$ cat config.mk
export PLATFORM = sky130hd
export DESIGN_NAME = fetch_unit
export DESIGN_NICKNAME = d
export VERILOG_FILES = /design/src/rtl/fetch_unit.sv
export SDC_FILE = /design/constraint.sdc
export NUM_CORES = 1
export LEC_CHECK = 0
export ABC_AREA = 1
export BUFFER_PORTS_ARGS = -buffer_cell sky130_fd_sc_hd__buf_2
export CORE_UTILIZATION = 41
export DETAILED_ROUTE_END_ITERATION = 10
export PLACE_DENSITY = 0.74
export REMOVE_ABC_BUFFERS = 1
export SLEW_MARGIN = 20
export SYNTH_ARGS = -nofsm -noshare
export SYNTH_HDL_FRONTEND = slang
export SYNTH_SLANG_ARGS = --single-unit
$ cat constraint.sdc
create_clock -name clk -period 1.9 [get_ports clk]
set_input_delay 0.19 -clock clk [delete_from_list [all_inputs] [get_ports clk]]
set_output_delay 0.19 -clock clk [all_outputs]
set_load 0.01 [all_outputs]
$ cat src/rtl/fetch_unit.sv
// fetch_unit
//   Instruction fetch stage in front of the instruction memory (TLB + I-cache).
//   Owns the PC, issues one lookup per cycle, waits out cache line fills,
//   selects the 32-bit word from the returned line and registers it with its
//   PC for decode. TLB misses and misaligned redirect targets become a held
//   fault that only a redirect clears.
//
// Ports
//   clk, rst          clock; synchronous active-high reset
//   i_stall           decode cannot accept; holds the output register
//   i_redirect(_pc)   redirect from a later stage (highest priority)
//   o_ime_enable/va   lookup request / virtual address (va is always pc)
//   i_ime_data        cache line for o_ime_va
//   i_ime_tlb_miss    TLB miss for o_ime_va
//   i_ime_cache_miss  cache miss for o_ime_va
//   o_valid/instr/pc  registered instruction toward decode
//   o_exception/exc_cause/exc_addr  held fetch fault (01 TLB, 10 misaligned)
module fetch_unit #(
  parameter int unsigned         VA_WIDTH    = 32,
  parameter int unsigned         CACHE_BYTES = 16,
  parameter logic [VA_WIDTH-1:0] RESET_PC    = 'h0000_1000
) (
  input  logic                     clk,
  input  logic                     rst,
  input  logic                     i_stall,
  input  logic                     i_redirect,
  input  logic [VA_WIDTH-1:0]      i_redirect_pc,
  output logic                     o_ime_enable,
  output logic [VA_WIDTH-1:0]      o_ime_va,
  input  logic [CACHE_BYTES*8-1:0] i_ime_data,
  input  logic                     i_ime_tlb_miss,
  input  logic                     i_ime_cache_miss,
  output logic                     o_valid,
  output logic [31:0]              o_instr,
  output logic [VA_WIDTH-1:0]      o_pc,
  output logic                     o_exception,
  output logic [1:0]               o_exc_cause,
  output logic [VA_WIDTH-1:0]      o_exc_addr
);

  localparam int unsigned WORDS = CACHE_BYTES / 4;

  localparam logic [1:0] CAUSE_NONE     = 2'b00;
  localparam logic [1:0] CAUSE_TLB      = 2'b01;
  localparam logic [1:0] CAUSE_MISALIGN = 2'b10;

  typedef enum logic [1:0] {
    RUN,
    MISS_WAIT,
    FAULT
  } state_t;

  state_t              state, state_next;
  logic [VA_WIDTH-1:0] pc, pc_next;
  logic                valid_next;
  logic [31:0]         instr_next;
  logic [VA_WIDTH-1:0] pc_out_next;
  logic                exc_next;
  logic [1:0]          cause_next;
  logic [VA_WIDTH-1:0] exc_addr_next;

  logic                hold;
  logic [VA_WIDTH-1:0] word_idx;
  logic [31:0]         line_word;

  assign hold         = o_valid && i_stall;
  assign o_ime_enable = !rst && (state != FAULT) && !hold && !i_redirect;
  assign o_ime_va     = pc;

  // Word index within the line: byte offset bits above the 2-bit word offset.
  // Masking keeps this valid even when the line holds a single word.
  assign word_idx = (pc & VA_WIDTH'(CACHE_BYTES - 1)) >> 2;

  always_comb begin
    line_word = '0;
    for (int unsigned w = 0; w < WORDS; w++) begin
      if (word_idx == VA_WIDTH'(w)) line_word = i_ime_data[w*32 +: 32];
    end
  end

  always_comb begin
    state_next    = state;
    pc_next       = pc;
    valid_next    = o_valid;
    instr_next    = o_instr;
    pc_out_next   = o_pc;
    exc_next      = o_exception;
    cause_next    = o_exc_cause;
    exc_addr_next = o_exc_addr;

    if (i_redirect) begin
      // Flush and retarget; any lookup result this cycle is ignored.
      valid_next = 1'b0;
      exc_next   = 1'b0;
      cause_next = CAUSE_NONE;
      pc_next    = i_redirect_pc;
      state_next = RUN;
      if (i_redirect_pc[1:0] != 2'b00) begin
        state_next    = FAULT;
        exc_next      = 1'b1;
        cause_next    = CAUSE_MISALIGN;
        exc_addr_next = i_redirect_pc;
      end
    end else if (o_ime_enable) begin
      if (i_ime_tlb_miss) begin
        state_next    = FAULT;
        valid_next    = 1'b0;
        exc_next      = 1'b1;
        cause_next    = CAUSE_TLB;
        exc_addr_next = pc;
      end else if (i_ime_cache_miss) begin
        state_next = MISS_WAIT;
        valid_next = 1'b0;
      end else begin
        state_next  = RUN;
        valid_next  = 1'b1;
        instr_next  = line_word;
        pc_out_next = pc;
        pc_next     = pc + VA_WIDTH'(4);
      end
    end else if (!hold) begin
      // Output consumed (or nothing valid) and no new instruction arrived.
      valid_next = 1'b0;
    end
  end

  always_ff @(posedge clk) begin
    if (rst) begin
      state       <= RUN;
      pc          <= RESET_PC;
      o_valid     <= 1'b0;
      o_instr     <= '0;
      o_pc        <= '0;
      o_exception <= 1'b0;
      o_exc_cause <= CAUSE_NONE;
      o_exc_addr  <= '0;
    end else begin
      state       <= state_next;
      pc          <= pc_next;
      o_valid     <= valid_next;
      o_instr     <= instr_next;
      o_pc        <= pc_out_next;
      o_exception <= exc_next;
      o_exc_cause <= cause_next;
      o_exc_addr  <= exc_addr_next;
    end
  end

endmodule

==> results of run 1 <==
## synthesized netlist by cell type
cell / number
nor2_2: 5
nor2_1: 170
dfxtp_1: 134
buf_6: 3
nand3_1: 37
nand2_2: 1
o21ai_0: 84
xor2_1: 1
a21oi_1: 179
clkbuf_1: 39
a211o_1: 32
buf_1: 3
o21bai_1: 3
o211ai_1: 1
inv_1: 75
nand2_1: 237
nor3_1: 17
nand4_1: 2
nand3_4: 1
and2_1: 1
ha_1: 4
nand3b_1: 2
buf_4: 1
nor2_4: 1
buf_2: 26
inv_4: 1
clkinv_1: 2
o21a_1: 1
inv_2: 5
o21ai_1: 23
## worst max-delay path, delay by kind of cell, from the launching register on
kind / cells / cell delay, ns
simple gates: 8 / 0.92
buf+inv: 1 / 0.04
flops: 1 / 0.41
fa+ha+maj: 1 / 0.25
## cells by family after synthesis
kind of cell,Yosys count
AO/OA/AOI/OAI,323
adder cells (fa/ha/maj),4
buffers and inverters,155
XOR/XNOR,1
flip-flops,134
AND/OR/NAND/NOR,474
## worst paths after layout
kind / end / slack, ns / cells past startpoint
setup / recovery: o_ime_va[28]$_SDFFE_PP0P_ / 0.20 / 10
hold / removal: o_instr[12]$_SDFFE_PP0P_ / 0.06 / 3
setup reg to reg: o_ime_va[28]$_SDFFE_PP0P_ / 0.20 / 10
hold reg to reg: o_pc[8]$_SDFFE_PP0P_ / 0.46 / 2
## per-stage QoR
stage,utilization (%),total power [W],hold WS (ns),worst slack (ns)
after floorplan,-,0.00389,0.259,-0.912
after global placement,52.8,0.00459,0.451,0.151
after detailed placement,52.8,0.00460,0.453,0.0972
after CTS,56.5,0.00807,0.0424,0.0786
after global routing,56.6,0.00838,0.0728,0.0325
final,56.6,0.00803,0.0588,0.197
## layer usage
layer | vias to the layer above | share of wire (%) | global-route usage [%]
met5 | - | 0.036 | 0
met4 | 2 | 3.2 | 13.4
met3 | 57 | 7.1 | 6.21
met2 | 360 | 48 | 49.7
met1 | 3699 | 41 | 32.8
li1 | 4142 | - | -
## power breakdown
part	internal, W	leakage [nW]	switching [W]
logic	0.000598	3.35	0.000824
clock network	0.00222	0.301	0.00125
registers	0.00298	1.10	0.000157
total	0.00580	4.75	0.00223
## state kept, by name (all words and copies together), names as in the netlist
signal       cells
state            2
o_ime_va        32
o_exception      1
o_pc            32
o_instr         32
o_valid          1
o_exc_cause      2
o_exc_addr      32
## cell type report
cell class | count | area [sq um] | share of cell area, %
Multi-Input combinational cell | 802 | 3720 | 39.5
Sequential cell | 134 | 2680 | 28.5
Timing Repair Buffer | 327 | 1810 | 19.2
Clock buffer | 23 | 498 | 5.29
Inverter | 83 | 314 | 3.33
Tap cell | 220 | 275 | 2.92
Clock inverter | 8 | 120 | 1.28
Antenna cell | 1 | 2.50 | 0.0266
==> out/results.ini, run 1 <==
[sta]
drv_slew=0
finClkSkew_ns=0.00938
max_slew_margin_pct=64.3
fin_crit_sh_pct=89.6
fmax_mhz=587
worstMarginPinSlew_ns=0.535
period_minus_slack_ns=1.70
fin_tns_setup_ns=0
rsz0062_at_grt=no
finalHoldViolCount=0
setup_viol_count_final=0

[routing]
ant_nets=0
vias_per_cell=5.17
dr.pass1.iters=7
wirelength_microns=25100
drc=0
detail_route.wl_per_cell_microns=15.7
num_vias=8260
drt_iter0_markers=554

[synth]
synth_xor_xnor_area_share_pct=0.125
syn_avg_cell_area_sq_um=6.45
synth_top_family_by_area=simple AND/OR/NAND/NOR gates
ys_warn_count=0
synthCells=1091
synth_compound_area_share_pct=24.9
synth_cell_type_count=30
synthTopCellsByArea=dfxtp_1 38%, a21oi_1 13%, nand2_1 13%, nor2_1 9.1%, o21ai_0 6.0%
synthesis.area_sq_um=7030
ys_ff_latch=134
synth_top_area_share_pct=38.1
synth_top_area_cell=dfxtp_1
synth_mux_area_share_pct=0
ys_seq_area_share_pct=38.1
synthAdderAreaFrac_pct=0.712
synth_simple_gate_area_share_pct=27.0

[global_route]
grt.overflow.total=0
grt_pass1_wl_microns=39500
first_global_vias=7884
grt_usage_pct=28.4
grt_antenna_before_repair=2
grt_start_max_net_pins=94

[placement]
dpl-instance-area_sq_um=8790
place_congestion=0.921
dp_hpwl_microns=17600
io_buffers=298
dp.cells=1566

[setup_path]
crit_top_cell=nand2_1
r2r-start=o_ime_va[3]$_SDFFE_PP0P_
path_class=reg -> reg
endpoint_kind=register
slowest_delay_ns=0.41
worstPathArrival_ns=2.03
path_cells=ha_2 -> nand2_1 -> nor2_2 -> nand2_1 -> nor2_1 -> nand2_1 -> nand2_1 -> nand3_1 -> nand2_1 -> inv_1
crit_required_ns=2.23
cp_max_fo=7
startpoint=o_ime_va[3]$_SDFFE_PP0P_
slowest_stage=dfxtp_1
crit_path_start_kind=register

[finish]
area_growth_syn_to_layout_pct=34.0
final_nets=1535
stdcell_area_sq_um=9420
layout_common_cells=298 x buf_2, 237 x nand2_1, 179 x a21oi_1
fillers=1661
drive_above_1_share_pct=27.2
final_common_cell=buf_2
fin_cells=1598

[clock_network]
clkSinkCount=134
clk_pin_slew_worst_paths_ns=0.06
cts_buffers=17
cts_root_buffer=clkbuf_16
cts_tree=built
hold_buffers=0
cts_setup_buffers=0
cts_buffer_depth=2
clk_latency_ns=0.43
cts_resized=0
htree_levels=4

[min_path]
hp-start=i_ime_data[108]
hp-class=in -> reg

[floorplan]
num_rows=47
die_area_sq_um=17700
core-area_sq_um=16600
die_w_microns=133
io_pins=299
die_h_microns=133
start_util_pct=42.3

[pwr]
vdd_ir_drop_max_mv=0.608
power_density_nw_per_um2=853
leakage_nw=4.75

[run_status]
run_status=finished clean

[job]
drv_cap=0

(Power assumes the default switching activity.)
==> run 2, diff against run 1 <==
--- a/config.mk
+++ b/config.mk
@@ -9,7 +9,7 @@
 export BUFFER_PORTS_ARGS = -buffer_cell sky130_fd_sc_hd__buf_2
 export CORE_UTILIZATION = 41
 export DETAILED_ROUTE_END_ITERATION = 10
-export PLACE_DENSITY = 0.74
+export PLACE_DENSITY = 0.82
 export REMOVE_ABC_BUFFERS = 1
 export SLEW_MARGIN = 20
 export SYNTH_ARGS = -nofsm -noshare
==> run 2 against run 1 <==
Sequential cell count stayed put. Global-route usage fell by 0.53 points. Clock skew down 0.0023 ns. Sequential power is essentially flat. Sequential share of layout area grew 0.12 points. Power down 1.9%. Critical path depth shrank 3. Worst hold slack better by 0.0033 ns.
==> out/results.ini, run 2 (synthesized netlist as in run 1, its figures left out) <==
[sta]
finalHoldViolCount=0  ; unchanged
fin_tns_setup_ns=0  ; unchanged
finClkSkew_ns=0.00708  ; was 0.00938 ns
worstMarginPinSlew_ns=0.610  ; was 0.535 ns
fmax_mhz=571  ; was 587 MHz
max_slew_margin_pct=59.4  ; was 64.3%
fin_crit_sh_pct=92.1  ; was 89.6%
drv_slew=0  ; unchanged
period_minus_slack_ns=1.75  ; was 1.70 ns
rsz0062_at_grt=no  ; unchanged
whs_ns=0.0620  ; was 0.0588 ns
setup_viol_count_final=0  ; unchanged

[routing]
vias_per_cell=5.29  ; was 5.17
drt_iter0_markers=537  ; was 554
detail_route.wl_per_cell_microns=15.6  ; was 15.7 microns
num_vias=8442  ; was 8260
wirelength_microns=24800  ; was 25100 microns
ant_nets=0  ; unchanged
drc=0  ; unchanged
dr.pass1.iters=5  ; was 7

[finish]
register_area_sq_um=2680  ; about the same
antenna_cells=0  ; was 1
final_nets=1533  ; was 1535
fillers=1575  ; was 1661
stdcell_area_sq_um=9390  ; was 9420 sq um
drive_above_1_share_pct=27.1  ; was 27.2%
area_growth_syn_to_layout_pct=33.5  ; was 34.0%
fin_cells=1595  ; was 1598
multi_input_area_sq_um=3740  ; was 3720 sq um
final_common_cell=buf_2  ; unchanged
layout_common_cells=298 x buf_2, 236 x nand2_1, 179 x a21oi_1  ; was 298 x buf_2, 237 x nand2_1, 179 x a21oi_1

[clock_network]
cts_root_buffer=clkbuf_16  ; unchanged
cts_setup_buffers=0  ; unchanged
clk_pin_slew_worst_paths_ns=0.06  ; about the same
clk_latency_ns=0.42  ; was 0.43 ns
htree_levels=4  ; unchanged
cts_buffer_depth=2  ; unchanged
clkSinkCount=134  ; unchanged
cts_buffers=17  ; unchanged
cts_tree=built  ; unchanged

[placement]
dpl-instance-area_sq_um=8740  ; was 8790 sq um
io_buffers=298  ; unchanged
dp_hpwl_microns=17500  ; was 17600 microns
dp.cells=1563  ; was 1566
place_congestion=0.981  ; was 0.921

[job]
drv_cap=0  ; unchanged

[setup_path]
crit_family=buffers and inverters  ; was simple AND/OR/NAND/NOR gates
path_class=reg -> reg  ; unchanged
endpoint_kind=register  ; unchanged
path_buf_inv=3  ; was 1
slowest_delay_ns=0.34  ; was 0.41 ns
worstPathArrival_ns=2.10  ; was 2.03 ns
crit_required_ns=2.25  ; was 2.23 ns
crit_path_start_kind=register  ; unchanged
cp_max_fo=32  ; was 7
slowest_stage=buf_4  ; was dfxtp_1
path_cells=buf_4 -> inv_1 -> ha_1 -> buf_4 -> a21oi_1 -> a211o_1 -> a21oi_1  ; was ha_2 -> nand2_1 -> nor2_2 -> nand2_1 -> nor2_1 -> nand2_1 -> nand2_1 -> nand3_1 -> nand2_1 -> inv_1

[min_path]
hp-class=in -> reg  ; unchanged

[floorplan]
num_rows=47  ; unchanged
die_area_sq_um=17700  ; unchanged
core-area_sq_um=16600  ; unchanged
start_util_pct=42.3  ; unchanged
die_w_microns=133  ; unchanged
die_h_microns=133  ; unchanged
io_pins=299  ; unchanged

[pwr]
total_power_w=0.00788  ; was 0.00803 W
vdd_ir_drop_max_mv=0.610  ; was 0.608 mV
leakage_nw=4.71  ; was 4.75 nW
seqPwrFrac_pct=39.8  ; was 39.0%
power_density_nw_per_um2=840  ; was 853 nW/um^2
swShare_pct=28.1  ; was 27.8%
pwr-share-comb_pct=18.2  ; was 17.7%
internal_power_w=0.00566  ; was 0.00580 W
p_clk_share_pct=42.0  ; was 43.3%
p_switching_w=0.00222  ; was 0.00223 W

[global_route]
grt_antenna_before_repair=0  ; was 2
grt_usage_pct=27.9  ; was 28.4%
first_global_vias=7837  ; was 7884
grt.overflow.total=0  ; unchanged
grt_pass1_wl_microns=39000  ; was 39500 microns
grt_start_max_net_pins=69  ; was 94

[run_status]
run_status=finished clean  ; unchanged

[run 2: path summary, 6_finish.rpt]
check | slack [ns] | start | endpoint | cells after the start
min | 0.06 | i_ime_data[106] | o_instr[10]$_SDFFE_PP0P_ | 3
min reg2reg | 0.46 | state[1]$_SDFFE_PP0P_ | state[1]$_SDFFE_PP0P_ | 2
max reg2reg | 0.15 | o_ime_va[2]$_SDFFE_PP0P_ | o_instr[0]$_SDFFE_PP0P_ | 7
max | 0.15 | o_ime_va[2]$_SDFFE_PP0P_ | o_instr[0]$_SDFFE_PP0P_ | 7
[run 2: worst register-to-register path, stage by stage (launching register included)]
cell and delay, ns:
dfxtp_1 0.31, buf_4 0.15, inv_1 0.11, ha_1 0.18
buf_4 0.34, a21oi_1 0.13, a211o_1 0.33, a21oi_1 0.13
[run 2: area by class of cell]
| class | count | share of cell area, % |
|---|---|---|
| tap | 220 | 2.93 |
| sequential | 134 | 28.6 |
| timing repair buffer | 325 | 19.1 |
| inverter | 83 | 3.35 |
| multi-input combinational | 802 | 39.8 |
| clock inverter | 9 | 1.36 |
| clock buffer | 22 | 4.84 |
[run 2: what timing repair did]
| action | in CTS | in global routing |
|---|---|---|
| hold buffers | 0 | 0 |
| endpoints found under the setup margin | 0 | 10 |
| resized for setup | 0 | 11 |
| endpoints found under the hold margin | 0 | 0 |
[run 2: per-stage QoR]
step                      setup WS [ns]  utilization (%)
after floorplan                  -0.912                -
after global placement            0.132             52.5
after detailed placement         0.0800             52.5
after CTS                       0.00617             56.0
after global routing             0.0281             56.4
final                             0.150             56.4
[run 2: power by group through the flow]
stage	sequential (W)	clock, W	combinational (W)
floorplan	0.00324	0	0.000654
global placement	0.00319	0	0.00137
detailed placement	0.00319	0	0.00139
CTS	0.00313	0.00336	0.00140
global route	0.00316	0.00347	0.00158
finish	0.00314	0.00331	0.00143
[run 2: routing by layer]
metal / track usage [%] / up-vias / wire length, microns
met5: 0 / - / 0
met4: 15.6 / 0 / 1060
met3: 5.90 / 73 / 2100
met2: 47.4 / 397 / 11800
met1: 32.5 / 3845 / 9820
li1: - / 4127 / -
==> run 3, diff against run 2 <==
==> constraint.sdc (replaced) <==
create_clock -name clk -period 1.95 [get_ports clk]
set_input_delay 0.195 -clock clk [delete_from_list [all_inputs] [get_ports clk]]
set_output_delay 0.195 -clock clk [all_outputs]
set_load 0.01 [all_outputs]
==> run 3 against run 2 <==
Design area down 0.71%. Utilization down 0.40 points. Combinational power down 6%. Count of clock-buffer cells in the layout down 1. Non-clock buffer count down 7. Power down 2.9%. Sequential power down 3%. Worst setup slack better by 0.023 ns. Clock power down 2%. Worst hold slack better by 0.0059 ns. Die area unchanged. Critical path type unchanged.
==> out/results.ini, run 3 (synthesized netlist as in run 1, its figures left out) <==
[run_status]
run_status=finished clean  ; unchanged

[finish]
register_area_sq_um=2680  ; about the same
antenna_cells=0  ; unchanged
area_growth_syn_to_layout_pct=32.5  ; was 33.5%
final_nets=1526  ; was 1533
fillers=1609  ; was 1575
multi_input_area_sq_um=3710  ; was 3740 sq um
fin_cells=1589  ; was 1595
layout_common_cells=298 x buf_2, 237 x nand2_1, 179 x a21oi_1  ; was 298 x buf_2, 236 x nand2_1, 179 x a21oi_1
final_common_cell=buf_2  ; unchanged
stdcell_area_sq_um=9320  ; was 9390 sq um
drive_above_1_share_pct=26.7  ; was 27.1%

[routing]
drc=0  ; unchanged
num_vias=8299  ; was 8442
ant_nets=0  ; unchanged
drt_iter0_markers=522  ; was 537
detail_route.wl_per_cell_microns=15.4  ; was 15.6 microns
wirelength_microns=24500  ; was 24800 microns
dr.pass1.iters=5  ; unchanged
vias_per_cell=5.22  ; was 5.29

[placement]
dp_hpwl_microns=17100  ; was 17500 microns
io_buffers=298  ; unchanged
dpl-instance-area_sq_um=8720  ; was 8740 sq um
place_congestion=0.941  ; was 0.981
dp.cells=1557  ; was 1563

[setup_path]
path_class=reg -> reg  ; unchanged
path_depth=7  ; unchanged
rr_worst_depth=7  ; unchanged
slowest_delay_ns=0.34  ; about the same
endpoint_kind=register  ; unchanged
path_cells=buf_4 -> inv_1 -> ha_1 -> buf_4 -> a21oi_1 -> a211o_1 -> a21oi_1  ; unchanged
crit_required_ns=2.29  ; was 2.25 ns
worstPathArrival_ns=2.11  ; was 2.10 ns
path_buf_inv=3  ; unchanged
cp_max_fo=32  ; unchanged
crit_family=compound AO/OA/AOI/OAI gates  ; was buffers and inverters
crit_path_start_kind=register  ; unchanged
slowest_stage=dfxtp_1  ; was buf_4

[sta]
fin_tns_setup_ns=0  ; unchanged
drv_slew=0  ; unchanged
finalHoldViolCount=0  ; unchanged
fmax_mhz=562  ; was 571 MHz
max_slew_margin_pct=51.9  ; was 59.4%
worstMarginPinSlew_ns=0.721  ; was 0.610 ns
whs_ns=0.0680  ; was 0.0620 ns
fin_crit_sh_pct=91.2  ; was 92.1%
period_minus_slack_ns=1.78  ; was 1.75 ns
rsz0062_at_grt=no  ; unchanged
setup_viol_count_final=0  ; unchanged
finClkSkew_ns=0.0120  ; was 0.00708 ns

[pwr]
vdd_ir_drop_max_mv=0.589  ; was 0.610 mV
swShare_pct=28.7  ; was 28.1%
p_clk_share_pct=42.3  ; was 42.0%
p_switching_w=0.00220  ; was 0.00222 W
pwr-share-comb_pct=17.7  ; was 18.2%
leakage_nw=4.70  ; was 4.71 nW
seqPwrFrac_pct=40.0  ; was 39.8%
internal_power_w=0.00545  ; was 0.00566 W
power_density_nw_per_um2=821  ; was 840 nW/um^2
total_power_w=0.00765  ; was 0.00788 W

[floorplan]
start_util_pct=42.3  ; unchanged
die_w_microns=133  ; unchanged
die_h_microns=133  ; unchanged
io_pins=299  ; unchanged
core-area_sq_um=16600  ; unchanged
num_rows=47  ; unchanged
die_area_sq_um=17700  ; unchanged

[clock_network]
clkSinkCount=134  ; unchanged
clk_latency_ns=0.42  ; about the same
cts_buffer_depth=2  ; unchanged
cts_buffers=17  ; unchanged
clk_pin_slew_worst_paths_ns=0.06  ; about the same
cts_root_buffer=clkbuf_16  ; unchanged
htree_levels=4  ; unchanged
cts_tree=built  ; unchanged
hold_buffers=0  ; unchanged

[global_route]
grt.overflow.total=0  ; unchanged
grt_pass1_wl_microns=37900  ; was 39000 microns
first_global_vias=7497  ; was 7837
grt_antenna_before_repair=0  ; unchanged
grt_start_max_net_pins=94  ; was 69
grt_usage_pct=27.1  ; was 27.9%

[min_path]
hp-class=in -> reg  ; unchanged
hold_depth=3  ; unchanged

[job]
drv_cap=0  ; unchanged

## run 3: changes by cell type in the layout (fill, tap and decap cells not counted), sizes merged
cell      previous run  this run
buf                324       318
bufinv               3         2
clkbuf              23        21
clkinv               5        10
clkinvlp             3         0
inv                 81        82
## run 3: power groups by stage
stage	clock, W	combinational [W]	sequential [W]
after floorplan	0	0.000637	0.00316
after global placement	0	0.00132	0.00311
after detailed placement	0	0.00134	0.00312
after CTS	0.00329	0.00135	0.00306
after global routing	0.00340	0.00149	0.00308
final	0.00324	0.00135	0.00306
## run 3: final timing paths
path              slack [ns]                       end                     start
setup / recovery        0.17  o_instr[30]$_SDFFE_PP0P_  o_ime_va[3]$_SDFFE_PP0P_
hold / removal          0.07  o_instr[10]$_SDFFE_PP0P_           i_ime_data[106]
setup reg to reg        0.17  o_instr[30]$_SDFFE_PP0P_  o_ime_va[3]$_SDFFE_PP0P_
hold reg to reg         0.46     o_pc[11]$_SDFFE_PP0P_     o_pc[11]$_SDFFE_PP0P_
## run 3: metrics by stage
step | setup slack, ns | util [%]
finish | 0.172 | 56.0
global route | 0.0260 | 56.0
CTS | 0.136 | 56.0
detailed placement | 0.156 | 52.4
global placement | 0.197 | 52.4
floorplan | -0.862 | -
## run 3: per-layer routing
| metal | GRT usage (%) | routed length (microns) | vias up |
|---|---|---|---|
| met3 | 6.25 | 2010 | 46 |
| met1 | 31.2 | 9660 | 3769 |
| met2 | 48.2 | 12100 | 367 |
| met5 | 0 | 0 | - |
| met4 | 11.0 | 714 | 0 |
| li1 | - | - | 4117 |
## run 3: area by class of cell
| class | instances | area share [%] |
|---|---|---|
| clock buffer | 21 | 5.05 |
| clock inverter | 11 | 1.33 |
| tap | 220 | 2.95 |
| multi-input combinational | 802 | 39.8 |
| sequential | 134 | 28.8 |
| timing repair buffer | 318 | 18.7 |
| inverter | 83 | 3.37 |
## run 3: worst register-to-register path, stage by stage (launching register included)
cell and delay, ns:
dfxtp_1 0.34, buf_4 0.16, inv_1 0.07, ha_1 0.18, buf_4 0.34, a21oi_1 0.15, a211o_1 0.32, a21oi_1 0.15
## run 3: what timing repair did
action                                 4_1_cts  5_1_grt
setup endpoints to repair                    0        7
gates resized for setup                      0        1
buffers inserted                             0        0
endpoints found under the hold margin        0        0
